File: src/rtl/nibble_serial_adder_ctrl_pkg.sv
// Shared definitions for the nibble-serial adder: slice width, controller
// states and the nibble-count helper.
package nibble_add_pkg;

  localparam int NIB_W = 4;

  typedef enum logic [1:0] {
    IDLE,
    RUN,
    DONE
  } state_t;

  function automatic int nnib(input int width);
    return width / NIB_W;
  endfunction

endpackage

File: src/rtl/nibble_serial_adder_ctrl_slice.sv
// Combinational 4-bit ripple-carry adder built from one-bit full adders.
// Holds no state; the controller reuses it once per nibble.
module nibble_add_slice
  import nibble_add_pkg::*;
(
  input  logic [NIB_W-1:0] a,
  input  logic [NIB_W-1:0] b,
  input  logic             cin,
  output logic [NIB_W-1:0] sum,
  output logic             cout
);

  logic [NIB_W:0] c;

  assign c[0] = cin;

  for (genvar i = 0; i < NIB_W; i++) begin : g_fa
    assign sum[i]  = a[i] ^ b[i] ^ c[i];
    assign c[i+1]  = (a[i] & b[i]) | (c[i] & (a[i] ^ b[i]));
  end

  assign cout = c[NIB_W];

endmodule

File: src/rtl/nibble_serial_adder_ctrl.sv
// WIDTH-bit adder that walks one shared 4-bit slice across the operands,
// LSB nibble first, with the carry registered between nibbles.
module nibble_serial_adder_ctrl
  import nibble_add_pkg::*;
#(
  parameter int WIDTH = 16
) (
  input  logic             clk,
  input  logic             rst,
  input  logic             start_valid,
  output logic             start_ready,
  input  logic [WIDTH-1:0] a,
  input  logic [WIDTH-1:0] b,
  input  logic             cin,
  output logic             result_valid,
  input  logic             result_ready,
  output logic [WIDTH-1:0] sum,
  output logic             cout,
  output logic             busy
);

  localparam int NNIB  = nnib(WIDTH);
  localparam int CNT_W = (NNIB > 1) ? $clog2(NNIB) : 1;
  localparam logic [CNT_W-1:0] LAST = CNT_W'(NNIB - 1);

  if (WIDTH < NIB_W || (WIDTH % NIB_W) != 0) begin : g_bad_width
    $error("nibble_serial_adder_ctrl: WIDTH must be a multiple of 4 and at least 4");
  end

  // Handshakes: a transfer happens on an edge where valid and ready are both
  // high; start_ready only in IDLE, result_valid only in DONE.
  state_t            state, state_next;
  logic [CNT_W-1:0]  cnt;
  logic              carry_q;
  logic [WIDTH-1:0]  a_sh, b_sh, acc, acc_next;
  logic [NIB_W-1:0]  slice_sum;
  logic              slice_cout;
  logic              accept, last_step;

  nibble_add_slice u_slice (
    .a    (a_sh[NIB_W-1:0]),
    .b    (b_sh[NIB_W-1:0]),
    .cin  (carry_q),
    .sum  (slice_sum),
    .cout (slice_cout)
  );

  // New nibble enters at the top so the LSB nibble ends up at the bottom.
  if (NNIB == 1) begin : g_acc_single
    assign acc_next = slice_sum;
  end else begin : g_acc_shift
    assign acc_next = {slice_sum, acc[WIDTH-1:NIB_W]};
  end

  always_ff @(posedge clk) begin
    if (rst) begin
      state <= IDLE;
    end else begin
      state <= state_next;
    end
  end

  always_comb begin
    state_next   = state;
    start_ready  = 1'b0;
    result_valid = 1'b0;
    busy         = 1'b0;
    accept       = 1'b0;
    last_step    = 1'b0;
    case (state)
      IDLE: begin
        start_ready = 1'b1;
        accept      = start_valid;
        if (start_valid) state_next = RUN;
      end
      RUN: begin
        busy      = 1'b1;
        last_step = (cnt == LAST);
        if (last_step) state_next = DONE;
      end
      DONE: begin
        busy         = 1'b1;
        result_valid = 1'b1;
        if (result_ready) state_next = IDLE;
      end
      default: state_next = IDLE;
    endcase
  end

  always_ff @(posedge clk) begin
    if (rst) begin
      cnt     <= '0;
      carry_q <= 1'b0;
      a_sh    <= '0;
      b_sh    <= '0;
      acc     <= '0;
      sum     <= '0;
      cout    <= 1'b0;
    end else if (accept) begin
      a_sh    <= a;
      b_sh    <= b;
      carry_q <= cin;
      cnt     <= '0;
    end else if (state == RUN) begin
      acc     <= acc_next;
      carry_q <= slice_cout;
      a_sh    <= a_sh >> NIB_W;
      b_sh    <= b_sh >> NIB_W;
      cnt     <= cnt + 1'b1;
      if (last_step) begin
        sum  <= acc_next;
        cout <= slice_cout;
      end
    end
  end

endmodule

File: config.mk
export PLATFORM = sky130hd
export DESIGN_NAME = nibble_serial_adder_ctrl
export DESIGN_NICKNAME = d
export VERILOG_FILES = /design/src/rtl/nibble_serial_adder_ctrl_pkg.sv /design/src/rtl/nibble_serial_adder_ctrl_slice.sv /design/src/rtl/nibble_serial_adder_ctrl.sv
export SDC_FILE = /design/constraint.sdc
export NUM_CORES = 1
export LEC_CHECK = 0
export CELL_PAD_IN_SITES_DETAIL_PLACEMENT = 0
export CELL_PAD_IN_SITES_GLOBAL_PLACEMENT = 2
export CORE_ASPECT_RATIO = 2
export CORE_MARGIN = 2
export CORE_UTILIZATION = 33
export CTS_CLUSTER_SIZE = 28
export DETAILED_ROUTE_END_ITERATION = 8
export PLACE_DENSITY_LB_ADDON = 0.1
export SLEW_MARGIN = 20
export SYNTH_ARGS = -nofsm -noshare
export SYNTH_HDL_FRONTEND = slang
export SYNTH_SLANG_ARGS = --single-unit
File: constraint.sdc
create_clock -name clk -period 3.2 [get_ports clk]
set_input_delay 0.64 -clock clk [delete_from_list [all_inputs] [get_ports clk]]
set_output_delay 0.64 -clock clk [all_outputs]
set_load 0.01 [all_outputs]
### Word-level counts from Yosys, hierarchy flattened

Index checks and enable logic that the tools add are counted.

* add/sub/neg operators: 1
* equality and inequality tests: 6
* multiplexer cells: 15
* bitwise logic cells: 21
* reduce and logical (&&, ||, !) cells: 7

Operators by type and width (count)
* $mux 16: 4
* $and 1x1->1: 8
* $xor 1x1->1: 8
* $mux 1: 7
* $mux 2: 3
* $ne 2x2->1 const B: 3
* $pmux 2 s3: 1
* $reduce_and 3->1: 2
* $eq 2x2->1 const B: 2
* $or 1x1->1: 4
* $reduce_or 2->1: 2
* $add 2x1->2 const B: 1
* $eq 2x1->1 const B: 1
* $logic_not 2->1: 1
* $reduce_and 2->1: 1
* $reduce_bool 2->1: 1
* $not 1->1: 1

* register bits: 70
* input bits: 37
* output and inout port bits: 20
* word-level logic and storage cells: 58

### Logic depth before layout (Yosys ltp)

Gate-level depths: netlist (run 1).

* depth in word-level cells: 11
* depth in mapped cells: 10
* depth with buffers taken out: 10

### Cells and area by module

Synthesis (run 1) repeated with hierarchy kept, for this count alone.

* cell total of the unflattened synthesis: 302
* area total of the unflattened synthesis: 2959.1 um2

By module, submodules not included
* nibble_serial_adder_ctrl: times used 1, cells each 288, area an instance 2841.5 um2, seq. area each 1321.3 um2
* nibble_add_slice: times used 1, cells each 14, area an instance 117.6 um2, seq. area each 0.0 um2

### Worst setup path after synthesis (run 1)

No wires, ideal clock.

* path kind: reg-to-reg
* from: register carry_q
* to: register acc[15]
* setup time: 86 ps
* data arrival time: 1995 ps
* data required time: 3114 ps
* setup slack: 1119 ps
* cell stages (with the launch flop): 9
* path buffers: 0
* period minus slack after synthesis: 2081 ps
* path through: dfxtp_1 -> fa_1 -> inv_1 -> fa_1 -> inv_1 -> fa_1 -> inv_1 -> fa_1 -> a211oi_1

* cells in the longest elaborated chain, start to end: 7

RTL lines
* from (decl): line nibble_serial_adder_ctrl.sv:34 `logic carry_q;`
* from (signal assigned): line nibble_serial_adder_ctrl.sv:102 `carry_q <= cin;`
* from (signal assigned): line nibble_serial_adder_ctrl.sv:106 `carry_q <= slice_cout;`
* $and 1x1->1: line nibble_serial_adder_ctrl_slice.sv:19 `assign c[i+1] = (a[i] & b[i]) | (c[i] & (a[i] ^ b[i]));`
* $or 1x1->1: line nibble_serial_adder_ctrl_slice.sv:19
* $and 1x1->1: line nibble_serial_adder_ctrl_slice.sv:19
* $or 1x1->1: line nibble_serial_adder_ctrl_slice.sv:19
* $and 1x1->1: line nibble_serial_adder_ctrl_slice.sv:19
* $or 1x1->1: line nibble_serial_adder_ctrl_slice.sv:19
* $xor 1x1->1: line nibble_serial_adder_ctrl_slice.sv:18 `assign sum[i] = a[i] ^ b[i] ^ c[i];`
* to (signal assigned): line nibble_serial_adder_ctrl.sv:105 `acc <= acc_next;`
* to (decl): line nibble_serial_adder_ctrl.sv:35 `logic [WIDTH-1:0] a_sh, b_sh, acc, acc_next;`

Every way passes these cells.
A chain may end at the register's enable or synchronous reset.

### Worst setup path after layout (run 1)

Ends and elaborated chain as after synthesis.

==> results.json, run 1 <==
{
  "cap_violations": 0,
  "initial_core_util_pct": 33.9,
  "synth.net_count": 346,
  "synth-seq-cells": 66,
  "gp_congestion": 0.725,
  "grt_pass1_wl_mm": 11.1,
  "n_antenna_cell": 0,
  "fillers": 848,
  "r2r_setup_slack_ps": 1000,
  "io_pins": 57,
  "crit_end": "acc[15]",
  "final_util_pct": 44.5,
  "synth_top_area_share_pct": 47.0,
  "finalSetupViolCount": 0,
  "hold_viol": 0,
  "nets": 391,
  "cts_buffer_depth": 2,
  "seq_area_frac_synth_pct": 47.0,
  "vias_per_cell": 4.94,
  "whs_ps": 467,
  "relSlewSlack_pct": 50.4,
  "clkTransAtPathRegs_ps": 50,
  "crit_path_max_fanout": 2,
  "cts.hold.buffers_added": 0,
  "grt_usage_pct": 15.3,
  "cts_resized": 0,
  "die_h_microns": 135,
  "drive_gt1_share_pct": 6.55,
  "overflow": 0,
  "dieWidth_microns": 69.3,
  "slew_violations": 0,
  "vias": 2217,
  "tightest_slew_ps": 744,
  "final_cell_mix": "66 x dfxtp_1, 55 x clkdlybuf4s50_1, 37 x mux2i_1, 37 x nor2_1, 29 x a211oi_1",
  "post_cts_buffers": 0,
  "p_leak_nw": 1.32,
  "grt_max_degree": 53,
  "ff2ff_path_depth": 8,
  "critical_path_arrival_ps": 2440,
  "htreeDepth": 3,
  "multi_input_area_sq_um": 1310,
  "grt_setup_unrepaired": "false",
  "clock_skew_ps": 6.31,
  "cp-start-kind": "flip-flop",
  "clkSinkCount": 66,
  "post-route-period-util_pct": 68.8,
  "reg2reg_to": "acc[15]",
  "tritoncts": "done",
  "hold_path_class": "flip-flop to flip-flop",
  "finalCriticalPeriod_ps": 2200,
  "ff_latch_area_sq_um": 1320,
  "firstDrtPassIters": 4,
  "cp-end-kind": "flip-flop",
  "placedCellCount": 433,
  "die_area_sq_um": 9330,
  "syn_area_per_cell_sq_um": 9.35,
  "drc_errors": 0,
  "ys_top_cells_by_area": "dfxtp_1 47%, mux2i_1 13%, a211oi_1 7.7%",
  "yosys.cell_types.count": 24,
  "ant_nets": 0,
  "postSynthCellCount": 301,
  "dp_hpwl_mm": 4.72,
  "fmax_mhz": 455,
  "final_common_cell": "dfxtp_1",
  "p_per_area_nw_per_um2": 773,
  "required_ps": 3440,
  "finalSetupTns_ps": 0,
  "antenna_found_initial": 0,
  "crit_start": "carry_q",
  "instances_no_fill": 449,
  "path_class": "flip-flop to flip-flop",
  "cts_root_buffer": "clkbuf_16",
  "cts_buffers": 9,
  "fp-row-count": 47,
  "syn_area_sq_um": 2810,
  "clkLatencyLatePin_ps": 330,
  "detail_route.wl_per_cell_microns": 15.0,
  "synth_warnings": 0,
  "port_buffers": 56,
  "timing.rr.start": "carry_q",
  "syn_to_final_growth_pct": 31.2,
  "status": "completed",
  "core_sq_um": 8290,
  "ir_worst_vdd_mv": 0.331,
  "grt_pass1_vias": 2213,
  "routed_wl_mm": 6.76,
  "post-synth-top-area-cell": "dfxtp_1",
  "drt_iter0_drc": 104
}
metrics by stage:
step / setup WS, ps / cell area, sq um / power, mW
after floorplan: 1120 / 2810 / 1.71
after global placement: 998 / 3410 / 1.94
after detailed placement: 955 / 3410 / 1.94
after CTS: 974 / 3690 / 2.91
after global routing: 849 / 3690 / 3.04
final: 1000 / 3690 / 2.86
critical path, cell delays in order (launching register included):
cell      delay [ps]
dfxtp_1          320
fa_1             410
inv_1             70
fa_1             150
inv_1             50
fa_1             360
inv_1             80
fa_1             430
a211oi_1         240
sequential cells by signal (all words and copies together) (netlist names):
register / flops
a_sh: 16
acc: 12
b_sh: 16
carry_q: 1
cnt: 2
cout: 1
state: 2
sum: 16
worst min path at each step:
| stage | from | end | slack (ps) | depth (start not counted) |
|---|---|---|---|---|
| finish | acc[4] | sum[0] | 470 | 2 |
| global route | acc[4] | sum[0] | 480 | 2 |
| CTS | acc[4] | sum[0] | 470 | 2 |
| detailed placement | acc[4] | sum[0] | 460 | 2 |
| global placement | acc[7] | sum[3] | 460 | 2 |
| floorplan | acc[4] | sum[0] | 440 | 2 |
Yosys cell counts:
| master | instances |
|---|---|
| xnor2_1 | 1 |
| a211oi_1 | 29 |
| buf_4 | 5 |
| o21ai_1 | 3 |
| nor3_1 | 2 |
| a222oi_1 | 1 |
| inv_1 | 12 |
| fa_1 | 4 |
| a21oi_1 | 26 |
| ha_1 | 4 |
| clkbuf_1 | 6 |
| nand2b_1 | 4 |
| and2_1 | 2 |
| buf_1 | 4 |
| dfxtp_1 | 66 |
| nor2_1 | 37 |
| o211ai_1 | 1 |
| o21ai_0 | 11 |
| mux2i_1 | 37 |
| nand2_1 | 12 |
| buf_2 | 11 |
| nand3b_1 | 8 |
| nand3_1 | 14 |
| buf_6 | 1 |
logic make-up after synthesis:
family | count (synthesis) | synth area share [%]
xor+xnor | 1 | 0.311
flops | 66 | 47.0
buf+inv | 39 | 6.62
simple gates | 79 | 12.8
fa+ha+maj | 8 | 4.62
compound gates | 71 | 15.5
mux | 37 | 13.2
power by group:
group | switching [mW] | internal, mW | leakage, nW | total [mW]
logic | 0.445 | 0.381 | 0.641 | 0.826
clock network | 0.348 | 0.597 | 0.142 | 0.944
registers | 0.107 | 0.979 | 0.540 | 1.09
per-layer routing:
metal,GRT usage (%),vias to the layer above,part of all wire (%)
met5,0,-,0
met4,7.84,0,1.9
met3,3.13,9,2.6
met2,27.1,40,55
met1,17.1,1034,40
li1,-,1134,-
layout make-up:
cell class | instances | area share (%)
clock buffers | 10 | 6.20
clock inverters | 6 | 1.56
inverters | 12 | 1.22
multi-input cells | 196 | 35.5
flip-flops and latches | 66 | 35.8
well taps | 98 | 3.32
repair buffers | 61 | 16.4
(Power assumes the default switching activity.)
==> inputs of run 2 (changes only) <==
Settings changed: CORE_UTILIZATION 33 to 31.
Clock period 3.2 ns to 2.15 ns, I/O delays scaled along.
==> run 2 against run 1 <==
Against the previous run: final cell count is 1.6% higher; worst setup slack got worse by 920 ps; via count up 1.7%; worst hold slack got worse by 2.5 ps; clock skew decreased by 1.0 ps; first-iteration DRC count up 11%; routed wire length rose by 2.4%; global-route usage decreased by 0.58 points; critical path depth unchanged; register-to-register slack worse by 920 ps; non-clock buffer count grew 3; combinational power rose by 56%; largest cell class unchanged; highest routed layer unchanged.
==> results.json, run 2 (synthesis gave the netlist of run 1 again) <==
{
  "vias_per_cell": 4.95,
  "post_cts_buffers": 0,
  "stdcell_area_sq_um": 3770,
  "tritoncts": "done",
  "cts_buffers": 9,
  "die_h_microns": 139,
  "fp-row-count": 49,
  "cts.hold.buffers_added": 0,
  "place_area_sq_um": 3450,
  "clkLatencyLatePin_ps": 330,
  "cts_root_buffer": "clkbuf_16",
  "io_pins": 57,
  "path_cells": "fa_2, inv_2, fa_2, inv_1, fa_2, inv_2, fa_1, a211oi_1",
  "cpMostUsedCell": "fa_2",
  "detail_route.wl_per_cell_microns": 15.2,
  "place_ws_ps": -14.8,
  "die_area_sq_um": 9900,
  "crit_end": "acc[15]",
  "drc_errors": 0,
  "use_met2_pct": 25.1,
  "ff2ff_path_depth": 8,
  "firstDrtPassIters": 4,
  "grt_pass1_wl_mm": 11.1,
  "fin_ws_ps": 76.5,
  "cp-start-kind": "flip-flop",
  "n_antenna_cell": 0,
  "critPathMaxStageDelay_ps": 440,
  "grt_max_degree": 75,
  "finalCriticalPeriod_ps": 2070,
  "path_delay_family": "adder cells",
  "port_buffers": 56,
  "grt_use_met3_pct": 3.13,
  "grt_use_met1_pct": 16.8,
  "drive_gt1_share_pct": 9.89,
  "vias": 2255,
  "nets": 394,
  "reg2reg_to": "acc[15]",
  "finalSetupTns_ps": 0,
  "reg.largest.list": "a_sh x16, b_sh x16, sum x16",
  "status": "completed",
  "ir_worst_vdd_mv": 0.512,
  "clkTransAtPathRegs_ps": 60,
  "hold_path_class": "flip-flop to flip-flop",
  "drt_iter0_drc": 115,
  "path_class": "flip-flop to flip-flop",
  "critical_path_arrival_ps": 2320,
  "final_util_pct": 42.4,
  "fmax_mhz": 482,
  "post-route-period-util_pct": 96.4,
  "routed_wl_mm": 6.92,
  "gp_congestion": 0.733,
  "r2r_setup_slack_ps": 80,
  "initial_core_util_pct": 31.7,
  "cap_violations": 0,
  "top_usage_layer": "met2",
  "cts_buffer_depth": 2,
  "final_cell_mix": "64 x dfxtp_1, 55 x clkdlybuf4s50_1, 37 x mux2i_1, 37 x nor2_1, 28 x a211oi_1",
  "overflow": 0,
  "p_per_area_nw_per_um2": 1160,
  "relSlewSlack_pct": 65.3,
  "grt_pass1_vias": 2117,
  "timing.rr.start": "b_sh[0]",
  "cp_num_buf_inv": 3,
  "core_sq_um": 8890,
  "slew_violations": 0,
  "slowest_stage": "fa_1",
  "clkSinkCount": 66,
  "dp_hpwl_mm": 4.81,
  "hold_viol": 0,
  "htreeDepth": 3,
  "ant_nets": 0,
  "antenna_found_initial": 0,
  "grt_setup_unrepaired": "false",
  "p_leak_nw": 1.35,
  "final_common_cell": "dfxtp_1",
  "finalSetupViolCount": 0,
  "crit_start": "b_sh[0]",
  "grt_usage_pct": 14.7,
  "clock_skew_ps": 5.31,
  "tightest_slew_ps": 520,
  "cp-end-kind": "flip-flop",
  "dieWidth_microns": 71.4,
  "syn_to_final_growth_pct": 33.8,
  "cp.depth": 8,
  "required_ps": 2400,
  "crit_path_max_fanout": 2
}
==> run 2: cell count changes in the layout (fill, tap and decap cells not counted), sizes merged <==
cell	previous run	this run
buf	6	9
clkinv	4	3
clkbuf	10	11
==> run 2: cell type report <==
cell class,instances,area [sq um]
Inverter,12,45.0
Multi-Input combinational cell,196,1320
Sequential cell,66,1320
Fill cell,887,5120
Timing Repair Buffer,64,641
Clock buffer,11,253
Tap cell,102,128
Clock inverter,5,52.6
==> run 2: metrics by stage <==
step                hold WS [ps]  total power [mW]  instances
floorplan                    443              2.55        301
global placement             454              2.92        440
detailed placement           458              2.93        440
CTS                          466              4.43        456
global route                 488              4.64        456
finish                       464              4.39        456
==> run 2: what timing repair did <==
item,in CTS,in global routing
endpoints found under the setup margin,2,3
cloned,0,0
resized for setup,3,5
pin swaps,3,3
==> run 2: worst min path at each step <==
stage,start,to,slack [ps],cells past startpoint
3_5_place_dp,acc[4],sum[0],460,2
4_1_cts,acc[5],sum[1],470,2
5_1_grt,sum[5],sum[5],490,2
6_report,acc[5],sum[1],460,2
3_3_place_gp,acc[4],sum[0],450,2
2_1_floorplan,acc[4],sum[0],440,2
==> run 2: worst min-delay path: stages (launching register included) <==
cell	delay (ps)
dfxtp_1	310
nand3_1	60
a21oi_1	50
==> run 2: power breakdown <==
part / switching, mW / internal, mW / total, mW
Sequential: 0.156 / 1.46 / 1.61
Combinational: 0.688 / 0.597 / 1.29
Clock: 0.533 / 0.953 / 1.49
Total: 1.38 / 3.01 / 4.39
==> run 2: metal layers <==
layer	routed length [microns]	share of wire, %
met5	0	0
met4	177	2.6
met3	184	2.7
met2	3750	54
met1	2800	41
==> inputs of run 3 (changes only) <==
Settings changed: CORE_MARGIN 2 to 5, CORE_UTILIZATION 31 to 33, SLEW_MARGIN 20 to not set.
Clock period 2.15 ns to 2.6 ns, I/O delays scaled along.
==> run 3 against run 2 <==
Against the previous run: register-to-register slack gained 360 ps; utilization grew 2.4 points; non-clock buffer count shrank 2; sequential power shrank 17%; via count shrank 0.53%; worst setup slack gained 360 ps; critical path type unchanged; highest routed layer unchanged; largest power group unchanged; clock-buffer cell count grew 3; design area shrank 1.4%; first-iteration DRC count shrank 41%.
==> results.json, run 3 (synthesis gave the netlist of run 1 again) <==
{
  "fin_total_pwr_mw": 3.55,
  "gp_congestion": 0.800,
  "hold_viol": 0,
  "dp_hpwl_mm": 4.80,
  "vias": 2243,
  "syn_to_final_growth_pct": 31.9,
  "cp-end-kind": "flip-flop",
  "drive_gt1_share_pct": 6.25,
  "grt_setup_unrepaired": "false",
  "final_cell_mix": "66 x dfxtp_1, 55 x clkdlybuf4s50_1, 37 x mux2i_1, 37 x nor2_1, 29 x a211oi_1",
  "grt_usage_pct": 14.5,
  "detail_route.wl_per_cell_microns": 15.2,
  "multi_input_area_sq_um": 1310,
  "relSlewSlack_pct": 62.0,
  "drt_iter0_drc": 68,
  "ir_worst_vdd_mv": 0.384,
  "p_leak_nw": 1.33,
  "finalCriticalPeriod_ps": 2170,
  "io_pins": 57,
  "overflow": 0,
  "grt_pass1_wl_mm": 11.7,
  "tritoncts": "done",
  "ant_nets": 0,
  "crit_path_max_fanout": 2,
  "htreeDepth": 3,
  "critPathMaxStageDelay_ps": 420,
  "path_cells": "fa_1, inv_1, fa_1, inv_1, fa_1, inv_1, fa_1, a211oi_1",
  "routed_wl_mm": 6.84,
  "nets": 392,
  "p_per_area_nw_per_um2": 957,
  "post_cts_buffers": 0,
  "post-route-period-util_pct": 83.3,
  "antenna_found_initial": 0,
  "cts_resized": 0,
  "required_ps": 2840,
  "drc_errors": 0,
  "final_util_pct": 44.8,
  "firstDrtPassIters": 4,
  "status": "completed",
  "initial_core_util_pct": 33.9,
  "cts_root_buffer": "clkbuf_16",
  "clock_skew_ps": 4.73,
  "cpMostUsedCell": "fa_1",
  "ff_latch_area_sq_um": 1320,
  "port_buffers": 56,
  "clkSinkCount": 66,
  "dieWidth_microns": 75.3,
  "final_common_cell": "dfxtp_1",
  "critical_path_arrival_ps": 2410,
  "vias_per_cell": 4.98,
  "cap_violations": 0,
  "die_area_sq_um": 10600,
  "r2r_setup_slack_ps": 430,
  "cp-start-kind": "flip-flop",
  "tightest_slew_ps": 570,
  "die_h_microns": 141,
  "finalSetupViolCount": 0,
  "clkLatencyLatePin_ps": 320,
  "path_class": "flip-flop to flip-flop",
  "finalSetupTns_ps": 0,
  "cts_buffer_depth": 2,
  "reg.largest.list": "a_sh x16, b_sh x16, sum x16",
  "n_antenna_cell": 0,
  "cts_buffers": 9,
  "fmax_mhz": 462,
  "grt_pass1_vias": 2315,
  "fp-row-count": 47,
  "clkTransAtPathRegs_ps": 50,
  "slowest_stage": "fa_1",
  "whs_ps": 473,
  "grt_max_degree": 45,
  "cts.hold.buffers_added": 0,
  "hold_path_class": "flip-flop to flip-flop",
  "slew_violations": 0,
  "core_sq_um": 8290,
  "fillers": 856
}
## run 3: cell count changes in the layout (fill, tap and decap cells not counted), sizes merged
cell	before	now
clkbuf	11	14
buf	9	7
clkinvlp	1	0
clkinv	3	1
## run 3: worst max-delay path: cells and delay by family, from the launching register on
kind / cells / cell delay [ps]
DFF: 1 / 320
AOI/OAI and AO/OA: 1 / 230
adders and majority gates: 4 / 1340
buffers and inverters: 3 / 190
## run 3: worst paths after layout
path	start	end	depth (start not counted)
worst max-delay path	carry_q	acc[15]	8
worst min-delay path	sum[4]	sum[4]	2
worst max register to register	carry_q	acc[15]	8
worst min register to register	sum[4]	sum[4]	2
## run 3: cell type report
class	count	share of cell area, %
Clock inverter	2	0.944
Multi-Input combinational cell	196	35.3
Sequential cell	66	35.6
Timing Repair Buffer	62	16.5
Inverter	12	1.21
Clock buffer	14	7.11
Tap cell	98	3.30
## run 3: metal layers
layer  wire (microns)  global-route usage [%]  vias up
li1                 -                       -     1143
met1             2860                    17.1     1050
met2             3560                    24.1       42
met3              303                    4.06        8
met4              116                    5.53        0
met5                0                       0        -
## run 3: per-stage QoR
step,area [sq um],worst slack [ps],std cells
finish,3710,434,450
global placement,3410,478,434
floorplan,2810,519,301
detailed placement,3410,408,434
CTS,3710,402,450
global route,3710,247,450
## run 3: power by group
| group | switching (mW) | internal (mW) | total (mW) |
|---|---|---|---|
| sequential | 0.130 | 1.20 | 1.33 |
| combinational | 0.550 | 0.466 | 1.02 |
| clock | 0.407 | 0.793 | 1.20 |
